<file path="src/rtl/pipe_pkg.sv">
// Shared core definitions: sequencer state encoding, per-stage control bundle
// and the register index width used across the pipeline.
package pipe_pkg;

  localparam int REG_ADDR_W = 5;

  typedef enum logic [1:0] {
    RUN  = 2'd0,
    WAIT = 2'd1,
    ERR  = 2'd2
  } pipe_state_e;

  // Load enables and bubble controls for the PC and the four pipeline registers.
  typedef struct packed {
    logic pc_write;
    logic if_id_write;
    logic id_ex_write;
    logic ex_mem_write;
    logic mem_wb_write;
    logic if_id_flush;
    logic id_ex_flush;
    logic ex_mem_flush;
    logic mem_wb_flush;
  } pipe_ctrl_t;

endpackage

</file>
<file path="src/rtl/sat_counter.sv">
// Saturating up-counter with synchronous clear; clear wins over increment.
module sat_counter #(
  parameter int W = 16
) (
  input  logic         clk,
  input  logic         clear,
  input  logic         inc,
  output logic [W-1:0] cnt
);

  always_ff @(posedge clk) begin
    if (clear) begin
      cnt <= '0;
    end else if (inc && (cnt != {W{1'b1}})) begin
      cnt <= cnt + 1'b1;
    end
  end

endmodule

</file>
<file path="src/rtl/pipe_hazard_ctrl.sv">
// Pipeline sequencer: load-use stalls, MEM-resolved branch flushes and
// data-memory waits with a timeout watchdog, plus saturating statistics.
module pipe_hazard_ctrl
  import pipe_pkg::*;
#(
  parameter int REG_ADDR_W  = pipe_pkg::REG_ADDR_W,
  parameter int CNT_W       = 16,
  parameter int MEM_TIMEOUT = 64
) (
  input  logic                  clk,
  input  logic                  reset,
  input  logic [REG_ADDR_W-1:0] id_rs1,
  input  logic [REG_ADDR_W-1:0] id_rs2,
  input  logic                  id_use_rs1,
  input  logic                  id_use_rs2,
  input  logic [REG_ADDR_W-1:0] ex_rd,
  input  logic                  ex_mem_read,
  input  logic                  mem_branch_taken,
  input  logic                  mem_req,
  input  logic                  mem_ready,
  output logic                  pc_write,
  output logic                  if_id_write,
  output logic                  id_ex_write,
  output logic                  ex_mem_write,
  output logic                  mem_wb_write,
  output logic                  if_id_flush,
  output logic                  id_ex_flush,
  output logic                  ex_mem_flush,
  output logic                  mem_wb_flush,
  output logic                  mem_err,
  output logic [CNT_W-1:0]      stall_cnt,
  output logic [CNT_W-1:0]      flush_cnt,
  output pipe_state_e           state_dbg,
  output logic [$clog2(MEM_TIMEOUT)-1:0] wait_cnt_dbg
);

  localparam int WCW = $clog2(MEM_TIMEOUT);
  localparam logic [WCW-1:0] WAIT_LAST = WCW'(MEM_TIMEOUT - 1);

  pipe_state_e    state;
  logic [WCW-1:0] wait_cnt;
  pipe_ctrl_t     ctrl;
  logic           memstall;
  logic           loaduse;
  logic           stall_inc;
  logic           flush_inc;

  // Memory handshake: the access is outstanding while mem_req=1 and completes
  // in the cycle mem_ready=1; dropping mem_req without ready also ends it.
  assign memstall = mem_req & ~mem_ready;

  assign loaduse = ex_mem_read && (ex_rd != '0) &&
                   ((id_use_rs1 && (id_rs1 == ex_rd)) ||
                    (id_use_rs2 && (id_rs2 == ex_rd)));

  always_comb begin
    ctrl      = '{pc_write: 1'b1, if_id_write: 1'b1, id_ex_write: 1'b1,
                  ex_mem_write: 1'b1, mem_wb_write: 1'b1, default: 1'b0};
    stall_inc = 1'b0;
    flush_inc = 1'b0;
    if (reset) begin
      ctrl = '{if_id_flush: 1'b1, id_ex_flush: 1'b1, ex_mem_flush: 1'b1,
               mem_wb_flush: 1'b1, default: 1'b0};
    end else if (state == ERR) begin
      ctrl = '0;
    end else if (memstall) begin
      // Everything upstream holds; a bubble drains into WB.
      ctrl              = '0;
      ctrl.mem_wb_write = 1'b1;
      ctrl.mem_wb_flush = 1'b1;
      stall_inc         = 1'b1;
    end else if (mem_branch_taken) begin
      ctrl.if_id_flush  = 1'b1;
      ctrl.id_ex_flush  = 1'b1;
      ctrl.ex_mem_flush = 1'b1;
      flush_inc         = 1'b1;
    end else if (loaduse) begin
      ctrl.pc_write    = 1'b0;
      ctrl.if_id_write = 1'b0;
      ctrl.id_ex_flush = 1'b1;
      stall_inc        = 1'b1;
    end
  end

  always_ff @(posedge clk) begin
    if (reset) begin
      state    <= RUN;
      wait_cnt <= '0;
    end else begin
      case (state)
        RUN: begin
          if (memstall) begin
            state    <= WAIT;
            wait_cnt <= WCW'(1);
          end
        end
        WAIT: begin
          if (!memstall) begin
            state    <= RUN;
            wait_cnt <= '0;
          end else if (wait_cnt == WAIT_LAST) begin
            state <= ERR;
          end else begin
            wait_cnt <= wait_cnt + 1'b1;
          end
        end
        ERR:     state <= ERR;
        default: state <= RUN;
      endcase
    end
  end

  sat_counter #(.W(CNT_W)) u_stall_cnt (
    .clk   (clk),
    .clear (reset),
    .inc   (stall_inc),
    .cnt   (stall_cnt)
  );

  sat_counter #(.W(CNT_W)) u_flush_cnt (
    .clk   (clk),
    .clear (reset),
    .inc   (flush_inc),
    .cnt   (flush_cnt)
  );

  assign pc_write     = ctrl.pc_write;
  assign if_id_write  = ctrl.if_id_write;
  assign id_ex_write  = ctrl.id_ex_write;
  assign ex_mem_write = ctrl.ex_mem_write;
  assign mem_wb_write = ctrl.mem_wb_write;
  assign if_id_flush  = ctrl.if_id_flush;
  assign id_ex_flush  = ctrl.id_ex_flush;
  assign ex_mem_flush = ctrl.ex_mem_flush;
  assign mem_wb_flush = ctrl.mem_wb_flush;
  assign mem_err      = ~reset & (state == ERR);
  assign state_dbg    = state;
  assign wait_cnt_dbg = wait_cnt;

endmodule

</file>
<file path="config.mk">
export PLATFORM = sky130hd
export DESIGN_NAME = pipe_hazard_ctrl
export DESIGN_NICKNAME = d
export VERILOG_FILES = /design/src/rtl/pipe_pkg.sv /design/src/rtl/sat_counter.sv /design/src/rtl/pipe_hazard_ctrl.sv
export SDC_FILE = /design/constraint.sdc
export NUM_CORES = 1
export LEC_CHECK = 0
export CAP_MARGIN = 0
export CORE_MARGIN = 5
export CORE_UTILIZATION = 50
export DETAILED_ROUTE_END_ITERATION = 16
export PLACE_DENSITY = 0.84
export SYNTH_ARGS = -nofsm -noshare
export SYNTH_HDL_FRONTEND = slang
export SYNTH_SLANG_ARGS = --single-unit
export TNS_END_PERCENT = 100
</file>
<file path="constraint.sdc">
create_clock -name clk -period 4.9 [get_ports clk]
set_input_delay 0.735 -clock clk [delete_from_list [all_inputs] [get_ports clk]]
set_output_delay 0.735 -clock clk [all_outputs]
set_load 0.005 [all_outputs]
</file>
==> results.py <==
metrics = {
    "outcome": {
        "status": "finished, final reports clean",
    },
    "floorplanning": {
        "dieArea_sq_um": 6122,
        "rows": 24,
        "dieWidth_microns": 78.24,
        "start_util_pct": 52.39,
        "ios": 73,
        "design.core.area_sq_um": 4444,
        "die_y_microns": 78.24,
    },
    "detailed_routing": {
        "drcViolationCount": 0,
        "wl_per_cell_microns": 15.09,
        "dr.pass1.iters": 4,
        "via_per_inst": 5.695,
        "drtIter0Drc": 137,
        "drtAntennaViolNets": 0,
        "wl_microns": 5945,
        "vias": 2244,
    },
    "cts": {
        "clock_latency_ns": 0.29,
        "ctsHtreeMaxLevel": 2,
        "cts.reportedPaths.clkPinSlew_ns": 0.08,
        "numCtsBuffers": 5,
        "cts_hold_buffers": 0,
        "post_cts_buffers": 0,
        "cts_buffer_depth": 2,
        "cts_tree": "yes",
        "cts-root-buf": "clkbuf_8",
        "cts.sinks": 40,
        "cts.repair.resized": 0,
    },
    "pwr": {
        "power_leakage_nw": 1.014,
        "finalPower_w": 0.0006813,
        "p_per_area_nw_per_um2": 216.9,
        "vdd_drop_max_mv": 0.1374,
    },
    "sta": {
        "rsz0062_at_grt": "no",
        "fin_crit_sh_pct": 80.01,
        "post-route-min-period_ns": 3.920,
        "slew_headroom_pct": 59.42,
        "maxSlewViolCount": 0,
        "setup_tns_ns": 0,
        "max_clock_freq_mhz": 255.1,
        "fin_skew_ns": 0.006152,
        "finalHoldViolCount": 0,
        "tightest_slew_ns": 0.6023,
        "setup_viol": 0,
    },
    "logic_synthesis": {
        "async_reset_ff_share_pct": 0,
        "syn_inst": 273,
        "synth_ff_type": "dfxtp_1",
        "synth.distinct_cells": 52,
        "post_synth.cell_area_avg_sq_um": 8.529,
        "syn_area_sq_um": 2328,
        "ys_seq_area_share_pct": 34.39,
        "ys_ff_latch": 40,
        "synth_edf_count": 0,
        "ys_warn_count": 0,
        "synth_nets": 299,
    },
    "global_routing": {
        "grt_start_max_net_pins": 29,
        "gr-total-overflow": 0,
        "antenna_found_initial": 0,
        "grt_pass1_vias": 2133,
        "grt_pass1_wl_microns": 10230,
        "track_usage_pct": 20.06,
    },
    "final_layout": {
        "syn2layout_area_growth_pct": 34.87,
        "utilization_pct": 70.66,
        "final_common_cell": "clkdlybuf4s50_1",
        "final_cell_mix": "clkdlybuf4s50_1, dfxtp_1, nor2_1",
        "layout.nets": 367,
        "antennaDiodeCount": 0,
        "layout-drive-gt1-share_pct": 10.53,
    },
    "setup_path": {
        "arrival_ns": 3.19,
        "start_kind": "input pin",
        "crit_type": "input pin to primary output",
        "cp-startpoint": "ex_rd[1]",
        "r2r_start": "u_stall_cnt.cnt[1]$_SDFFE_PP0P_",
        "r2r_cells": 6,
        "worstPathRequired_ns": 4.16,
        "crit_fanout": 28,
        "cp-end-kind": "primary output",
    },
    "placed_design": {
        "io_buffer_count": 72,
        "place_hpwl_microns": 4455,
        "gp_congestion": 0.8190,
    },
    "run": {
        "drv_cap": 0,
    },
    "worst_hold_path": {
        "hp-class": "flop to flop",
        "hold_path_depth": 2,
        "hold_start": "u_flush_cnt.cnt[11]$_SDFFE_PP0P_",
    },
}
==> final timing paths <==
kind                                       to  slack [ns]
max                               if_id_write        0.98
min          u_flush_cnt.cnt[11]$_SDFFE_PP0P_        0.52
max reg2reg  u_stall_cnt.cnt[13]$_SDFFE_PP0P_        2.66
min reg2reg  u_flush_cnt.cnt[11]$_SDFFE_PP0P_        0.52
==> cell usage after synthesis, types with 3 or more instances <==
| library cell | instances | area share (%) |
|---|---|---|
| dfxtp_1 | 40 | 34 |
| nor2_1 | 38 | 6.1 |
| nand2_1 | 18 | 2.9 |
| xnor2_1 | 18 | 6.8 |
| nand3_1 | 14 | 3.0 |
| nand4_1 | 10 | 2.7 |
| a21oi_1 | 9 | 1.9 |
| inv_1 | 8 | 1.3 |
| o21ai_0 | 8 | 1.7 |
| a21oi_2 | 7 | 2.6 |
| nor2b_1 | 7 | 1.9 |
| or3_1 | 7 | 1.9 |
| or4_1 | 7 | 2.3 |
| xor2_1 | 6 | 2.3 |
| o31ai_1 | 5 | 1.6 |
| buf_4 | 4 | 1.3 |
| mux2_4 | 4 | 2.6 |
| nand2b_1 | 4 | 1.1 |
| nor3_1 | 4 | 0.86 |
| and2_1 | 3 | 0.81 |
| and3_1 | 3 | 0.81 |
| and4_1 | 3 | 1.1 |
| clkbuf_1 | 3 | 0.48 |
| ha_1 | 3 | 1.6 |
| nor4_1 | 3 | 0.81 |
| o311ai_0 | 3 | 1.1 |
| o41ai_1 | 3 | 1.1 |
==> stage by stage <==
stage	instance area [sq um]	setup slack, ns	hold WS (ns)	instances
2_1_floorplan	2328	1.880	0.4829	273
3_3_place_gp	3029	1.048	0.4799	386
3_5_place_dp	3029	0.9678	0.5057	386
4_1_cts	3141	0.9667	0.5166	394
5_1_grt	3141	0.8375	0.5485	394
6_report	3141	0.9797	0.5210	394
==> layout make-up <==
class | instances | area, sq um
Clock buffer | 5 | 68.82
Timing Repair Buffer | 74 | 735.7
Clock inverter | 3 | 42.54
Inverter | 8 | 30.03
Sequential cell | 40 | 800.8
Fill cell | 363 | 1304
Multi-Input combinational cell | 212 | 1398
Tap cell | 52 | 65.06
==> where the power goes <==
group / internal (W) / switching [W]
clock: 0.000151 / 0.000117
combinational: 0.0000434 / 0.0000383
sequential: 0.000327 / 0.00000461
total: 0.000521 / 0.000160
==> routing by layer <==
| layer | vias to the layer above | routed length, microns | global-route usage [%] | share of wire, % |
|---|---|---|---|---|
| li1 | 1124 | - | - | - |
| met1 | 1052 | 2544 | 24.10 | 43 |
| met2 | 58 | 3033 | 35.70 | 51 |
| met3 | 10 | 273 | 4.348 | 4.6 |
| met4 | 0 | 94 | 6.294 | 1.6 |
| met5 | - | 0 | 0 | 0 |
==> flip-flops by register name (all words and copies together) (netlist names) <==
signal / count
state_dbg: 2
u_stall_cnt.cnt: 16
wait_cnt_dbg: 6
u_flush_cnt.cnt: 16
==> worst max-delay path, stage by stage <==
cell	delay, ns
clkdlybuf4s50_1	0.47
or4_1	0.57
o21ai_2	0.16
nor2_1	0.08
a21oi_4	0.14
buf_4	0.29
and2_1	0.22
clkdlybuf4s50_1	0.51
==> cell families after synthesis <==
logic type                 count (synthesis)  share of synthesized area, %
adders and majority gates                  3                         1.612
AOI/OAI and AO/OA                         47                         14.62
DFF                                       40                         34.39
and+or+nand+nor                          131                         30.84
buffers and inverters                     21                         5.588
muxes                                      7                         3.923
xor gates and xnor gates                  24                         9.027
No activity file was read; power rests on OpenSTA's default activity.
